## config.mk

```make
export PLATFORM = sky130hd
export DESIGN_NAME = ahb_burst_master_seq
export DESIGN_NICKNAME = d
export VERILOG_FILES = /design/src/rtl/ahb_burst_master_seq_pkg.sv /design/src/rtl/ahb_burst_master_seq.sv
export SDC_FILE = /design/constraint.sdc
export NUM_CORES = 1
export LEC_CHECK = 0
export ABC_CLOCK_PERIOD_IN_PS = 3700
export CAP_MARGIN = 40
export CELL_PAD_IN_SITES_DETAIL_PLACEMENT = 0
export CELL_PAD_IN_SITES_GLOBAL_PLACEMENT = 1
export CORE_MARGIN = 10
export CORE_UTILIZATION = 39
export CTS_CLUSTER_DIAMETER = 30
export DETAILED_ROUTE_END_ITERATION = 12
export PLACE_DENSITY_LB_ADDON = 0.1
export SLEW_MARGIN = 20
export SYNTH_ARGS = -nofsm -noshare
export SYNTH_HDL_FRONTEND = slang
export SYNTH_SLANG_ARGS = --single-unit
```

## constraint.sdc

```tcl
create_clock -name clk -period 3.7 [get_ports clk]
set_input_delay 1.11 -clock clk [delete_from_list [all_inputs] [get_ports clk]]
set_output_delay 1.11 -clock clk [all_outputs]
set_load 0.02 [all_outputs]
```

## src/rtl/ahb_burst_master_seq_pkg.sv

```systemverilog
// rtl/ahb_burst_master_seq_pkg.sv - AHB transfer, burst and response encodings
package ahb_burst_master_seq_pkg;

    typedef enum logic [1:0] {
        TRANS_IDLE   = 2'd0,
        TRANS_BUSY   = 2'd1,
        TRANS_NONSEQ = 2'd2,
        TRANS_SEQ    = 2'd3
    } ahb_trans_t;

    typedef enum logic [2:0] {
        BURST_SINGLE              = 3'd0,
        BURST_UNDEFINED_INCREMENT = 3'd1,
        BURST_WRAP_4              = 3'd2,
        BURST_INCR_4              = 3'd3,
        BURST_WRAP_8              = 3'd4,
        BURST_INCR_8              = 3'd5,
        BURST_WRAP_16             = 3'd6,
        BURST_INCR_16             = 3'd7
    } ahb_burst_t;

    typedef enum logic [1:0] {
        RESP_OKAY  = 2'd0,
        RESP_ERROR = 2'd1,
        RESP_RETRY = 2'd2,
        RESP_SPLIT = 2'd3
    } ahb_resp_t;

endpackage

```

## src/rtl/ahb_burst_master_seq.sv

```systemverilog
// rtl/ahb_burst_master_seq.sv - AHB burst master address sequencer with BUSY, ERROR and RETRY/SPLIT handling
module ahb_burst_master_seq
    import ahb_burst_master_seq_pkg::*;
#(
    parameter int ADDR_WIDTH = 32,
    parameter int DATA_WIDTH = 32,
    parameter int LEN_WIDTH  = 8
) (
    input  logic                  clk,
    input  logic                  rst,
    input  logic                  cmd_valid,
    output logic                  cmd_ready,
    input  logic [ADDR_WIDTH-1:0] cmd_addr,
    input  ahb_burst_t            cmd_burst,
    input  logic [2:0]            cmd_size,
    input  logic [LEN_WIDTH-1:0]  cmd_len,
    input  logic                  cmd_stall,
    output logic [ADDR_WIDTH-1:0] haddr,
    output ahb_trans_t            htrans,
    output ahb_burst_t            hburst,
    output logic [2:0]            hsize,
    input  logic                  hready,
    input  ahb_resp_t             hresp,
    output logic                  beat_done,
    output logic                  done,
    output logic                  err
);

    localparam logic [1:0] ST_IDLE = 2'd0;
    localparam logic [1:0] ST_ADDR = 2'd1;
    localparam logic [1:0] ST_LAST = 2'd2;
    localparam logic [1:0] ST_RESP = 2'd3;

    localparam int CW = LEN_WIDTH + 1;
    localparam logic [CW-1:0] ONE = {{(CW-1){1'b0}}, 1'b1};
    localparam logic [ADDR_WIDTH-1:0] A_ONE = {{(ADDR_WIDTH-1){1'b0}}, 1'b1};
    localparam logic [2:0] MAX_SIZE = 3'($clog2(DATA_WIDTH / 8));

    logic [1:0]            state_q, state_d;
    logic [ADDR_WIDTH-1:0] haddr_q, haddr_d;
    ahb_trans_t            htrans_q, htrans_d;
    ahb_burst_t            hburst_q, hburst_d;
    logic [2:0]            hsize_q, hsize_d;
    logic [CW-1:0]         rem_q, rem_d;         // address phases still to be accepted
    logic [ADDR_WIDTH-1:0] mask_q, mask_d;       // wrap window mask, all ones for incrementing bursts
    logic                  dp_q, dp_d;           // a real beat is in its data phase
    logic [ADDR_WIDTH-1:0] dp_addr_q, dp_addr_d; // address of that beat, re-issued on RETRY/SPLIT
    logic                  rej_q, rej_d;
    logic                  resp_err_q, resp_err_d;

    // Command decode
    logic [4:0]            fix_beats;
    logic                  is_wrap, is_fix_incr, cmd_bad;
    logic [CW-1:0]         cmd_beats;
    logic [ADDR_WIDTH-1:0] cmd_incr, cmd_mask;
    logic [12:0]           end_off;

    always_comb begin
        fix_beats   = 5'd0;
        is_wrap     = 1'b0;
        is_fix_incr = 1'b0;
        case (cmd_burst)
            BURST_WRAP_4:  begin fix_beats = 5'd4;  is_wrap = 1'b1;     end
            BURST_INCR_4:  begin fix_beats = 5'd4;  is_fix_incr = 1'b1; end
            BURST_WRAP_8:  begin fix_beats = 5'd8;  is_wrap = 1'b1;     end
            BURST_INCR_8:  begin fix_beats = 5'd8;  is_fix_incr = 1'b1; end
            BURST_WRAP_16: begin fix_beats = 5'd16; is_wrap = 1'b1;     end
            BURST_INCR_16: begin fix_beats = 5'd16; is_fix_incr = 1'b1; end
            default:       fix_beats = 5'd0;
        endcase
    end

    assign cmd_beats = (cmd_burst == BURST_UNDEFINED_INCREMENT) ?
                           ((cmd_len == '0) ? ONE : {1'b0, cmd_len}) :
                       (cmd_burst == BURST_SINGLE) ? ONE :
                           {{(CW-5){1'b0}}, fix_beats};
    assign cmd_incr = A_ONE << cmd_size;
    assign cmd_mask = is_wrap ? (({{(ADDR_WIDTH-5){1'b0}}, fix_beats} << cmd_size) - A_ONE)
                              : {ADDR_WIDTH{1'b1}};
    // Byte offset one past the last beat, relative to the 1 KB page start
    assign end_off  = {3'b000, cmd_addr[9:0]} + ({8'd0, fix_beats} << cmd_size);
    assign cmd_bad  = (cmd_size > MAX_SIZE) ||
                      ((cmd_addr & (cmd_incr - A_ONE)) != '0) ||
                      (is_fix_incr && (end_off > 13'd1024));

    // Burst address stepping and transfer type for the following beat
    logic [ADDR_WIDTH-1:0] incr, next_addr;
    ahb_trans_t            next_seq, cur_seq;
    logic                  dp_ok, dp_bad;

    assign incr      = A_ONE << hsize_q;
    assign next_addr = (haddr_q & ~mask_q) | ((haddr_q + incr) & mask_q);
    assign next_seq  = ((hburst_q == BURST_UNDEFINED_INCREMENT) && (next_addr[9:0] == 10'd0))
                       ? TRANS_NONSEQ : TRANS_SEQ;
    assign cur_seq   = ((hburst_q == BURST_UNDEFINED_INCREMENT) && (haddr_q[9:0] == 10'd0))
                       ? TRANS_NONSEQ : TRANS_SEQ;
    assign dp_ok     = dp_q && hready && (hresp == RESP_OKAY);
    assign dp_bad    = dp_q && !hready && (hresp != RESP_OKAY);

    // Next-state logic for the burst sequencer
    always_comb begin
        state_d    = state_q;
        haddr_d    = haddr_q;
        htrans_d   = htrans_q;
        hburst_d   = hburst_q;
        hsize_d    = hsize_q;
        rem_d      = rem_q;
        mask_d     = mask_q;
        dp_d       = dp_q;
        dp_addr_d  = dp_addr_q;
        rej_d      = 1'b0;
        resp_err_d = resp_err_q;
        case (state_q)
            ST_IDLE: begin
                if (cmd_valid) begin
                    if (cmd_bad) begin
                        rej_d = 1'b1;
                    end else begin
                        state_d  = ST_ADDR;
                        haddr_d  = cmd_addr;
                        htrans_d = TRANS_NONSEQ;
                        hburst_d = cmd_burst;
                        hsize_d  = cmd_size;
                        rem_d    = cmd_beats;
                        mask_d   = cmd_mask;
                        dp_d     = 1'b0;
                    end
                end
            end
            ST_ADDR, ST_LAST: begin
                if (dp_bad) begin
                    state_d    = ST_RESP;
                    htrans_d   = TRANS_IDLE;
                    dp_d       = 1'b0;
                    resp_err_d = (hresp == RESP_ERROR);
                end else if (hready) begin
                    if (state_q == ST_LAST) begin
                        dp_d    = 1'b0;
                        state_d = ST_IDLE;
                    end else if (htrans_q == TRANS_BUSY) begin
                        // BUSY consumes no beat; its data phase is not a beat either
                        dp_d = 1'b0;
                        if (cmd_stall) htrans_d = TRANS_BUSY;
                        else           htrans_d = cur_seq;
                    end else begin
                        dp_d      = 1'b1;
                        dp_addr_d = haddr_q;
                        rem_d     = rem_q - ONE;
                        if (rem_q == ONE) begin
                            state_d  = ST_LAST;
                            htrans_d = TRANS_IDLE;
                        end else begin
                            haddr_d = next_addr;
                            if (cmd_stall) htrans_d = TRANS_BUSY;
                            else           htrans_d = next_seq;
                        end
                    end
                end
            end
            ST_RESP: begin
                if (hready) begin
                    if (resp_err_q) begin
                        state_d = ST_IDLE;
                    end else begin
                        // Re-issue the refused beat; it goes back into the remaining count
                        state_d  = ST_ADDR;
                        haddr_d  = dp_addr_q;
                        htrans_d = TRANS_NONSEQ;
                        rem_d    = rem_q + ONE;
                    end
                end
            end
            default: state_d = ST_IDLE;
        endcase
    end

    // State and bus registers with asynchronous reset
    always_ff @(posedge clk or posedge rst) begin
        if (rst) begin
            state_q    <= ST_IDLE;
            haddr_q    <= '0;
            htrans_q   <= TRANS_IDLE;
            hburst_q   <= BURST_SINGLE;
            hsize_q    <= 3'd0;
            rem_q      <= '0;
            mask_q     <= '0;
            dp_q       <= 1'b0;
            dp_addr_q  <= '0;
            rej_q      <= 1'b0;
            resp_err_q <= 1'b0;
        end else begin
            state_q    <= state_d;
            haddr_q    <= haddr_d;
            htrans_q   <= htrans_d;
            hburst_q   <= hburst_d;
            hsize_q    <= hsize_d;
            rem_q      <= rem_d;
            mask_q     <= mask_d;
            dp_q       <= dp_d;
            dp_addr_q  <= dp_addr_d;
            rej_q      <= rej_d;
            resp_err_q <= resp_err_d;
        end
    end

    assign cmd_ready = (state_q == ST_IDLE);
    assign haddr     = haddr_q;
    assign htrans    = htrans_q;
    assign hburst    = hburst_q;
    assign hsize     = hsize_q;
    assign beat_done = dp_ok;
    assign done      = (state_q == ST_LAST) && dp_ok;
    assign err       = rej_q || ((state_q == ST_RESP) && hready && resp_err_q);

endmodule

```

==> flow_summary_export.csv, run 1 <==
group,metric,value,unit
global_routing,largest_net_degree_at_the_start_of_global_routing,48,
floorplan,start_util,0.397,
worst_setup_path,cp.required,3950,ps
placed_design,portBuffers,96,
pwr,p_sw,3.86,mW
synth,ys_top_cells_by_count,"106 x sky130_fd_sc_hd__dfrtp_1, 78 x sky130_fd_sc_hd__nand2_1, 69 x sky130_fd_sc_hd__mux2_2",
floorplan,design.die.area,25000,um^2
clocking,insertion_delay,360,ps
synth,post-synth-top-area-fraction,0.356,
synth,synth-seq-cells,106,
synth,sequential_fraction_of_the_synthesis_area,0.356,
status,result_of_the_run,"finished, violations left",
sta,worst_slew_margin_relative_to_its_limit,0.579,
worst_setup_path,r2r_end,"htrans[0]",
pwr,power.share.combinational,0.614,
clocking,cts_num_sinks,106,
drt,vias,7350,
drt,drt_pre_antenna_iters,5,
synth,ys.warnings.count,0,
status,violations,"negative setup slack",
drt,detail-route-antenna-nets,0,
synth,synth_adder_area_share,0.0538,
sta,final_hold_viol_count,0,
worst_setup_path,timing.reg2reg.worst_path_depth,11,
synth,dominant_combinational_cell_family_by_area_after_synthesis,"compound AO/OA/AOI/OAI gates",
sta,count_of_endpoints_failing_setup_in_the_final_report,71,
sta,final_period_minus_worst_setup_slack,4010,ps
floorplan,placement_rows,50,
global_routing,grt_overflow_total,0,
finish,fillerInstances,1727,
sta,worst-slew-pin-transition,629,ps
global_routing,grt_first_pass_wirelength,42.4,mm
synth,synth-edff-count,0,
pwr,power.share.switching,0.450,
worst_setup_path,cp_max_fo,5,
worst_hold_path,whs_path_depth,1,
placed_design,final_replace_weighted_congestion,0.970,
sta,timing_max_transition_violations_final,0,
worst_setup_path,endpoint_kind,"flop",
clocking,cts-buffers-inserted,9,
synth,post_synth_simple_gate_area,0.192,
floorplan,core_area,18800,um^2
clocking,clock_tree.buffer_depth,2,
sta,setup_repair_after_global_routing_missed_its_margin,"yes",
global_routing,antenna_found_initial,0,
sta,min_period_over_period,1.08,
floorplan,die-height,158,um
drt,wl_per_cell,21.5,um
sta,achievable-frequency,250,MHz
drt,drt-initial-drc-count,403,
synth,synth_xor_xnor_area_share,0.0259,
sta,fin_worst_hold_slack,507,ps
worst_hold_path,hold_path_class,"flop to flop",
placed_design,place.detailed.instances,1196,
finish,nets,1078,
drt,wl,26.6,mm
pwr,share_clk_of_total_power,0.113,
pwr,p_int,4.71,mW
drt,via_per_inst,5.96,
finish,layout.cells.non_filler,1234,
clocking,ctsHoldBuffers,0,
synth,synthMuxAreaShare,0.107,
worst_setup_path,worst_ep_arrival_time,4250,ps
worst_setup_path,critical_path.endpoint,"haddr[3]",
pwr,share_seq_of_total_power,0.273,
worst_setup_path,worst_setup_path_start_kind,"input port",
worst_setup_path,worst-r2r-setup-slack,350,ps
worst_setup_path,critical_path_class,"input port to flop",
sta,fin_worst_skew,9.67,ps
worst_setup_path,critical_path.reg2reg.startpoint,"hsize[0]",
finish,antenna_cells_inserted,0,
drt,drc,0,
synth,ys_top_cells_by_area,"sky130_fd_sc_hd__dfrtp_1 36%, sky130_fd_sc_hd__mux2_2 10%, sky130_fd_sc_hd__ha_1 4.7%",
synth,ys.flop_type,"sky130_fd_sc_hd__dfrtp_1",
pwr,ratio_of_total_power_to_cell_area,830,nW/um^2
worst_setup_path,worst_setup_path_startpoint,"cmd_size[0]",
pwr,ir_drop,0.000446,V
flow_run,cap_viol_max_count,0,
placed_design,place_hpwl,18.9,mm
synth,yosys.cell_count.top_type,"sky130_fd_sc_hd__dfrtp_1",
synth,yosys.area.top_type,"sky130_fd_sc_hd__dfrtp_1",
finish,layout-drive-gt1-share,0.268,
synth,synth_compound_gate_area_share,0.224,
synth,postSynth.asyncResetShare,1.00,
finish,flow.area_growth_from_synthesis,38.6,%
sta,setup_slack,-307,ps
clocking,cts_max_level,3,
floorplan,ios,97,
synth,syn_inst,837,
pwr,p_leak,4.35,nW
clocking,tritoncts,"done",
finish,finished_layout_cell_area,10300,um^2
synth,ys_types,73,
synth,mappedNetlistNets,920,
synth,syn-mean-instance-area,8.90,um^2
placed_design,dpl-instance-area,9310,um^2
clocking,clock_tree.root_cell,"sky130_fd_sc_hd__clkbuf_16",
global_routing,grtUsageTotal,0.212,
synth,post_synth_instance_area,7450,um^2
global_routing,grt_pass1_vias,7656,
clocking,clk_transition_reported_paths,80,ps
floorplan,die_width,158,um
[cells in the final DEF, fill, tap and decap left out, types with 4 or more instances in the layout]
cell type	count
sky130_fd_sc_hd__o31ai_4	9
sky130_fd_sc_hd__ha_4	6
sky130_fd_sc_hd__a21oi_1	33
sky130_fd_sc_hd__a211oi_1	5
sky130_fd_sc_hd__inv_1	17
sky130_fd_sc_hd__and2_1	8
sky130_fd_sc_hd__a22oi_1	18
sky130_fd_sc_hd__or3_1	6
sky130_fd_sc_hd__and3_1	23
sky130_fd_sc_hd__buf_6	5
sky130_fd_sc_hd__clkdlybuf4s50_1	89
sky130_fd_sc_hd__xnor2_1	19
sky130_fd_sc_hd__mux2_4	21
sky130_fd_sc_hd__nor2_1	54
sky130_fd_sc_hd__nand2b_1	9
sky130_fd_sc_hd__buf_4	85
sky130_fd_sc_hd__o21a_1	11
sky130_fd_sc_hd__nor2_2	6
sky130_fd_sc_hd__a21o_1	5
sky130_fd_sc_hd__a41oi_1	6
sky130_fd_sc_hd__buf_12	9
sky130_fd_sc_hd__nand3_1	22
sky130_fd_sc_hd__o21ai_1	12
sky130_fd_sc_hd__nor3_1	22
sky130_fd_sc_hd__dfrtp_1	106
sky130_fd_sc_hd__nor4_1	6
sky130_fd_sc_hd__o31ai_2	5
sky130_fd_sc_hd__o211ai_1	7
sky130_fd_sc_hd__o21ai_2	5
sky130_fd_sc_hd__nand4_1	12
sky130_fd_sc_hd__a221oi_1	6
sky130_fd_sc_hd__mux2_2	48
sky130_fd_sc_hd__nor2b_1	8
sky130_fd_sc_hd__a31oi_1	15
sky130_fd_sc_hd__clkbuf_16	10
sky130_fd_sc_hd__nand2_1	77
sky130_fd_sc_hd__o21ai_0	50
sky130_fd_sc_hd__o31ai_1	5
sky130_fd_sc_hd__ha_1	20
sky130_fd_sc_hd__nor3b_1	4
[what timing repair did]
item                                    CTS  global route
gates cloned                              5             1
buffers inserted                         15             3
pin swaps                                32            11
gates resized for setup                 105            26
endpoints found under the setup margin   73            74
[cell families (layout without fill, tap and decap cells)]
family                     Yosys count  count (layout)
adders and majority gates           31              31
xor gates and xnor gates            22              22
buffers and inverters               73             235
DFF                                106             106
muxes                               71              71
and+or+nand+nor                    287             288
AOI/OAI and AO/OA                  247             247
[cell type report]
cell class | count | area (um^2) | share of cell area
multi-input cells | 659 | 5090 | 0.493
inverters | 22 | 86.3 | 0.00836
flip-flops and latches | 106 | 2650 | 0.257
well taps | 234 | 293 | 0.0284
repair buffers | 197 | 1920 | 0.186
clock inverters | 7 | 61.3 | 0.00594
clock buffers | 9 | 225 | 0.0218
[metrics by stage]
step	utilization	worst slack, ps	TNS (ps)	power, mW
after floorplan	-	-360	-20470	5.09
after global placement	0.495	-1130	-74640	6.59
after detailed placement	0.496	-1180	-78470	6.71
after CTS	0.542	-349	-17160	8.47
after global routing	0.550	-488	-29700	9.14
final	0.550	-307	-15820	8.57
[sequential cells by signal (all words and copies together) (netlist names)]
signal / cells
dp_addr_q: 32
dp_q: 1
haddr: 32
hburst: 3
hsize: 3
htrans: 2
mask_q: 20
rej_q: 1
rem_q: 9
resp_err_q: 1
state_q: 2
[metal layers]
layer  track usage  vias to the layer above  part of all wire
met5             0                        -                 0
met3        0.0355                       50             0.044
met4        0.0688                        0             0.028
met2         0.363                      199              0.50
met1         0.266                     3640              0.43
li1              -                     3461                 -
[worst min path at each step]
stage                          to          start  slack, ps
global placement    dp_addr_q[30]  dp_addr_q[30]        480
CTS                 dp_addr_q[19]  dp_addr_q[19]        510
global route        dp_addr_q[19]  dp_addr_q[19]        520
finish              dp_addr_q[19]  dp_addr_q[19]        510
floorplan              mask_q[10]     mask_q[10]        460
detailed placement  dp_addr_q[19]  dp_addr_q[19]        490
[worst max-delay path: stages]
cell                              delay [ps]
sky130_fd_sc_hd__clkdlybuf4s15_1         210
sky130_fd_sc_hd__buf_4                   180
sky130_fd_sc_hd__nor2_1                  150
sky130_fd_sc_hd__a21oi_2                  70
sky130_fd_sc_hd__nor2_2                  190
sky130_fd_sc_hd__ha_4                    250
sky130_fd_sc_hd__nor2b_1                 150
sky130_fd_sc_hd__o21ai_0                 300
sky130_fd_sc_hd__o2111ai_2               220
sky130_fd_sc_hd__a2111oi_4               390
sky130_fd_sc_hd__o211a_1                 280
sky130_fd_sc_hd__nor2_4                   60
sky130_fd_sc_hd__nor2_4                  110
sky130_fd_sc_hd__buf_12                  140
sky130_fd_sc_hd__buf_12                  130
sky130_fd_sc_hd__mux2_4                  300
[power by group through the flow]
stage	sequential (mW)	clock [mW]	combinational [mW]
final	2.34	0.965	5.26
after CTS	2.33	0.979	5.16
after global routing	2.43	1.02	5.69
after detailed placement	2.33	0	4.38
after floorplan	2.31	0	2.78
after global placement	2.30	0	4.29
Note: power is estimated with default switching activity, not from simulation.
==> run 2, diff against run 1 <==
--- a/config.mk
+++ b/config.mk
@@ -14,6 +14,7 @@
 export CTS_CLUSTER_DIAMETER = 30
 export DETAILED_ROUTE_END_ITERATION = 12
 export PLACE_DENSITY_LB_ADDON = 0.1
+export REMOVE_ABC_BUFFERS = 1
 export SLEW_MARGIN = 20
 export SYNTH_ARGS = -nofsm -noshare
 export SYNTH_HDL_FRONTEND = slang
==> flow_summary_export.csv, run 2 (same netlist as run 1, synthesis figures left out) <==
group,metric,value,unit
sta,worst_slew_margin_relative_to_its_limit,0.435,
worst_hold_path,hold_path_class,"flop to flop",
floorplan,die-height,158,um
floorplan,placement_rows,50,
clocking,cts_num_sinks,106,
sta,count_of_endpoints_failing_setup_in_the_final_report,68,
sta,final_hold_viol_count,0,
finish,fillerInstances,1745,
drt,via_per_inst,5.95,
drt,wl_per_cell,21.5,um
floorplan,die_width,158,um
pwr,ratio_of_total_power_to_cell_area,809,nW/um^2
floorplan,start_util,0.397,
finish,regArea,2650,um^2
placed_design,place_hpwl,18.8,mm
sta,final.setup.tns,-11030,ps
floorplan,design.die.area,25000,um^2
sta,timing_max_transition_violations_final,0,
worst_setup_path,cp.required,3940,ps
placed_design,dpl-instance-area,9230,um^2
drt,met2_wirelength,12.7,mm
worst_setup_path,cp_slowest_cell,"sky130_fd_sc_hd__a311o_1",
flow_run,cap_viol_max_count,0,
worst_setup_path,endpoint_kind,"flop",
finish,antenna_cells_inserted,0,
sta,fin_worst_skew,8.34,ps
drt,drt_pre_antenna_iters,5,
sta,achievable-frequency,251,MHz
placed_design,place.detailed.instances,1205,
drt,detail-route-antenna-nets,0,
global_routing,grt_pass1_vias,7580,
worst_setup_path,timing.critical_path.max_delay_family,"buffers and inverters",
pwr,p_leak,4.42,nW
sta,min_period_over_period,1.08,
drt,met3WireLength,1.34,mm
worst_setup_path,cp_max_fo,10,
finish,layout_common_cells,"106 x sky130_fd_sc_hd__dfrtp_1, 88 x sky130_fd_sc_hd__clkdlybuf4s50_1, 82 x sky130_fd_sc_hd__buf_4, 76 x sky130_fd_sc_hd__nand2_1, 62 x sky130_fd_sc_hd__o21ai_0",
floorplan,core_area,18800,um^2
global_routing,grt_first_pass_wirelength,42.3,mm
worst_setup_path,timing.critical_path.mode_cell,"sky130_fd_sc_hd__buf_4",
status,result_of_the_run,"finished, violations left",
global_routing,grtUsageTotal,0.214,
worst_setup_path,critical_path_class,"input port to flop",
finish,final_common_cell,"sky130_fd_sc_hd__dfrtp_1",
finish,finished_layout_cell_area,10300,um^2
status,violations,"negative setup slack",
drt,drt-initial-drc-count,540,
placed_design,portBuffers,96,
global_routing,largest_net_degree_at_the_start_of_global_routing,54,
sta,setup_slack,-286,ps
clocking,cts_max_level,3,
global_routing,grt_overflow_total,0,
clocking,clock_tree.buffer_depth,2,
sta,fin_worst_hold_slack,506,ps
sta,setup_repair_after_global_routing_missed_its_margin,"yes",
finish,finish.utilization,0.550,
drt,vias,7369,
finish,nets,1082,
worst_setup_path,worst_ep_arrival_time,4230,ps
pwr,fin_total_pwr,8.34,mW
global_routing,antenna_found_initial,0,
clocking,tritoncts,"done",
finish,multiInputGateArea,5040,um^2
pwr,ir_drop,0.000463,V
finish,layout-drive-gt1-share,0.268,
clocking,insertion_delay,360,ps
worst_setup_path,cells_along_the_critical_path,"buf_8, buf_4, buf_4, nor3_1, a32o_2, ha_4, buf_4, nor3b_1, a311o_1, mux2i_2, or2_2, o211a_1, nor2_4, nor2_4, buf_6, buf_12, mux2_4",
drt,drc,0,
worst_setup_path,critical_path.n_buffers_inverters,6,
worst_setup_path,worst_setup_path_start_kind,"input port",
clocking,clk_transition_reported_paths,70,ps
finish,layout.cells.non_filler,1238,
floorplan,ios,97,
sta,worst-slew-pin-transition,839,ps
worst_setup_path,crit_path_max_incr_delay,320,ps
clocking,cts-buffers-inserted,9,
drt,m1WireLength,11.8,mm
drt,highest_layer,"met4",
finish,flow.area_growth_from_synthesis,38.5,%
clocking,clock_tree.root_cell,"sky130_fd_sc_hd__clkbuf_16",
drt,wl,26.7,mm
sta,final_period_minus_worst_setup_slack,3990,ps
placed_design,detailedPlace.worstSlack,-1250,ps
placed_design,final_replace_weighted_congestion,0.922,
[run 2: worst register-to-register path, stage by stage, from the launching register on]
cell and delay, ps:
sky130_fd_sc_hd__dfrtp_1 520, sky130_fd_sc_hd__nor3_1 110, sky130_fd_sc_hd__ha_1 220, sky130_fd_sc_hd__fa_1 410, sky130_fd_sc_hd__a21o_1 200, sky130_fd_sc_hd__a21oi_1 190
sky130_fd_sc_hd__xnor2_1 90, sky130_fd_sc_hd__mux2_2 280, sky130_fd_sc_hd__nor4b_1 400, sky130_fd_sc_hd__nor4b_1 300, sky130_fd_sc_hd__a21oi_1 190, sky130_fd_sc_hd__mux2_4 290
[run 2: final timing paths]
check | slack [ps] | endpoint | startpoint | cells past startpoint
setup / recovery | -290 | haddr[2] | cmd_size[1] | 17
hold / removal | 510 | mask_q[19] | mask_q[19] | 1
setup reg to reg | 400 | htrans[0] | hsize[0] | 11
hold reg to reg | 510 | mask_q[19] | mask_q[19] | 1
max in group asynchronous | 1720 | haddr[26] | rst | 3
min in group asynchronous | 1150 | haddr[24] | rst | 2
[run 2: area by class of cell]
cell class                 count  share of cell area
inverter                      22             0.00825
clock inverter                 6             0.00873
sequential                   106               0.257
multi-input combinational    659               0.488
tap                          234              0.0284
timing repair buffer         201               0.187
clock buffer                  10              0.0222
[run 2: metal layers]
| metal | up-vias | track usage |
|---|---|---|
| li1 | 3449 | - |
| met1 | 3630 | 0.270 |
| met2 | 243 | 0.349 |
| met3 | 47 | 0.0350 |
| met4 | 0 | 0.105 |
| met5 | - | 0 |
[run 2: power by group]
part / internal (mW) / switching [mW]
clock network: 0.598 / 0.471
logic: 2.34 / 2.60
registers: 1.68 / 0.655
[run 2: repair_timing]
item,in CTS,in global routing
setup buffers,10,6
gates resized for setup,117,54
hold buffers,0,0
endpoints found under the setup margin,73,73
pin swaps,25,21
gates cloned,3,1
==> run 3, diff against run 2 <==
--- a/config.mk
+++ b/config.mk
@@ -9,11 +9,10 @@
 export CAP_MARGIN = 40
 export CELL_PAD_IN_SITES_DETAIL_PLACEMENT = 0
 export CELL_PAD_IN_SITES_GLOBAL_PLACEMENT = 1
-export CORE_MARGIN = 10
 export CORE_UTILIZATION = 39
 export CTS_CLUSTER_DIAMETER = 30
 export DETAILED_ROUTE_END_ITERATION = 12
-export PLACE_DENSITY_LB_ADDON = 0.1
+export PLACE_DENSITY = 0.84
 export REMOVE_ABC_BUFFERS = 1
 export SLEW_MARGIN = 20
 export SYNTH_ARGS = -nofsm -noshare
==> flow_summary_export.csv, run 3 (same netlist as run 1, synthesis figures left out) <==
group,metric,value,unit
sta,setup_repair_after_global_routing_missed_its_margin,"yes",
finish,final_common_cell,"sky130_fd_sc_hd__dfrtp_1",
clocking,clock_tree.buffer_depth,2,
sta,timing_max_transition_violations_final,0,
placed_design,portBuffers,96,
clocking,ctsHoldBuffers,0,
floorplan,ios,97,
placed_design,place_hpwl,16.8,mm
pwr,ratio_of_total_power_to_cell_area,772,nW/um^2
global_routing,grtUsageTotal,0.251,
sta,min_period_over_period,1.06,
sta,fin_worst_skew,14.0,ps
finish,antenna_cells_inserted,0,
sta,setup_slack,-224,ps
clocking,cts-buffers-inserted,9,
global_routing,grt_overflow_total,0,
worst_setup_path,critical_path_class,"input port to flop",
sta,worst_slew_margin_relative_to_its_limit,0.482,
global_routing,grt_first_pass_wirelength,38.7,mm
clocking,clk_transition_reported_paths,70,ps
flow_run,cap_viol_max_count,0,
finish,layout_common_cells,"106 x sky130_fd_sc_hd__dfrtp_1, 96 x sky130_fd_sc_hd__buf_4, 88 x sky130_fd_sc_hd__clkdlybuf4s50_1, 73 x sky130_fd_sc_hd__nand2_1, 58 x sky130_fd_sc_hd__o21ai_0",
clocking,insertion_delay,360,ps
clocking,cts_num_sinks,106,
drt,drt_pre_antenna_iters,5,
worst_setup_path,timing.reg2reg.worst_path_depth,11,
drt,via_per_inst,5.92,
global_routing,grt_pass1_vias,7140,
sta,worst-slew-pin-transition,774,ps
worst_hold_path,hold_path_class,"flop to flop",
drt,wl_per_cell,19.8,um
floorplan,start_util,0.398,
placed_design,dpl-instance-area,9200,um^2
floorplan,die-height,140,um
global_routing,antenna_found_initial,0,
status,violations,"negative setup slack",
clocking,tritoncts,"done",
worst_setup_path,worst_setup_path_start_kind,"input port",
sta,achievable-frequency,255,MHz
finish,flow.area_growth_from_synthesis,38.0,%
sta,final_period_minus_worst_setup_slack,3920,ps
worst_setup_path,cp_max_fo,10,
status,result_of_the_run,"finished, violations left",
floorplan,design.die.area,19600,um^2
finish,layout-drive-gt1-share,0.285,
finish,finished_layout_cell_area,10300,um^2
sta,final_hold_viol_count,0,
floorplan,die_width,140,um
finish,nets,1090,
pwr,p_leak,4.36,nW
drt,vias,7379,
worst_hold_path,whs_path_depth,1,
clocking,clock_tree.root_cell,"sky130_fd_sc_hd__clkbuf_16",
drt,wl,24.6,mm
drt,detail-route-antenna-nets,0,
placed_design,final_replace_weighted_congestion,0.879,
worst_setup_path,cp.required,3940,ps
floorplan,core_area,18700,um^2
floorplan,placement_rows,50,
worst_setup_path,endpoint_kind,"flop",
clocking,cts_max_level,3,
sta,fin_worst_hold_slack,506,ps
drt,drt-initial-drc-count,519,
pwr,ir_drop,0.000460,V
worst_setup_path,worst_ep_arrival_time,4170,ps
drt,drc,0,
global_routing,largest_net_degree_at_the_start_of_global_routing,66,
sta,count_of_endpoints_failing_setup_in_the_final_report,69,
run 3: cell count changes in the layout (fill, tap and decap cells not counted), moves of 4 or more:
cell / change
sky130_fd_sc_hd__o31ai_2: +4
sky130_fd_sc_hd__mux2_2: +9
sky130_fd_sc_hd__nand2_2: +4
sky130_fd_sc_hd__buf_4: +14
sky130_fd_sc_hd__mux2_4: -9
sky130_fd_sc_hd__o21ai_0: -4
run 3: metrics by stage:
stage	total power, mW	cells	util	setup WS [ps]	setup TNS (ps)
finish	7.93	1246	0.549	-224	-9950
global route	8.42	1246	0.549	-335	-18680
CTS	7.62	1238	0.532	-140	-4820
detailed placement	6.48	1201	0.492	-1160	-75700
global placement	6.40	1201	0.492	-1110	-72010
floorplan	4.81	786	-	-1280	-99020
run 3: per-layer routing:
metal	share of wire	wire length, um	track usage	vias up
met1	0.45	11100	0.337	3611
met2	0.48	11800	0.417	272
met5	0	0	0	-
li1	-	-	-	3465
met3	0.053	1300	0.0356	31
met4	0.019	469	0.0810	0
run 3: report_power, final:
part	total (mW)	switching (mW)	internal [mW]
sequential	2.32	0.637	1.68
combinational	4.65	2.46	2.19
clock	0.966	0.478	0.487
total	7.93	3.57	4.36
run 3: repair_timing:
action,4_1_cts,5_1_grt
gates cloned,2,2
endpoints found under the setup margin,74,72
gates resized for setup,109,57
pin swaps,25,21
setup buffers,19,8
run 3: final timing paths:
check | endpoint | start | slack [ps]
min reg2reg | dp_addr_q[30] | dp_addr_q[30] | 510
min | dp_addr_q[30] | dp_addr_q[30] | 510
max | haddr[5] | cmd_size[2] | -220
max in group asynchronous | mask_q[10] | rst | 1840
max reg2reg | htrans[0] | hsize[1] | 490
min in group asynchronous | haddr[24] | rst | 1140
run 3: layout make-up:
class | instances | area [um^2]
well taps | 234 | 293
clock inverters | 5 | 46.3
flip-flops and latches | 106 | 2650
inverters | 22 | 85.1
repair buffers | 210 | 1960
multi-input cells | 658 | 4990
fillers | 1675 | 8430
clock buffers | 11 | 243
run 3: worst max-delay path: stages:
cell                        delay [ps]
sky130_fd_sc_hd__buf_2             140
sky130_fd_sc_hd__buf_4             140
sky130_fd_sc_hd__a22o_1            220
sky130_fd_sc_hd__a32o_1            290
sky130_fd_sc_hd__ha_4              170
sky130_fd_sc_hd__a211oi_2          220
sky130_fd_sc_hd__o21bai_1          110
sky130_fd_sc_hd__or3_4             350
sky130_fd_sc_hd__a2111oi_4         420
sky130_fd_sc_hd__o211a_1           230
sky130_fd_sc_hd__nor2_2             70
sky130_fd_sc_hd__nor2_4            170
sky130_fd_sc_hd__clkbuf_16         220
sky130_fd_sc_hd__mux2_4            310
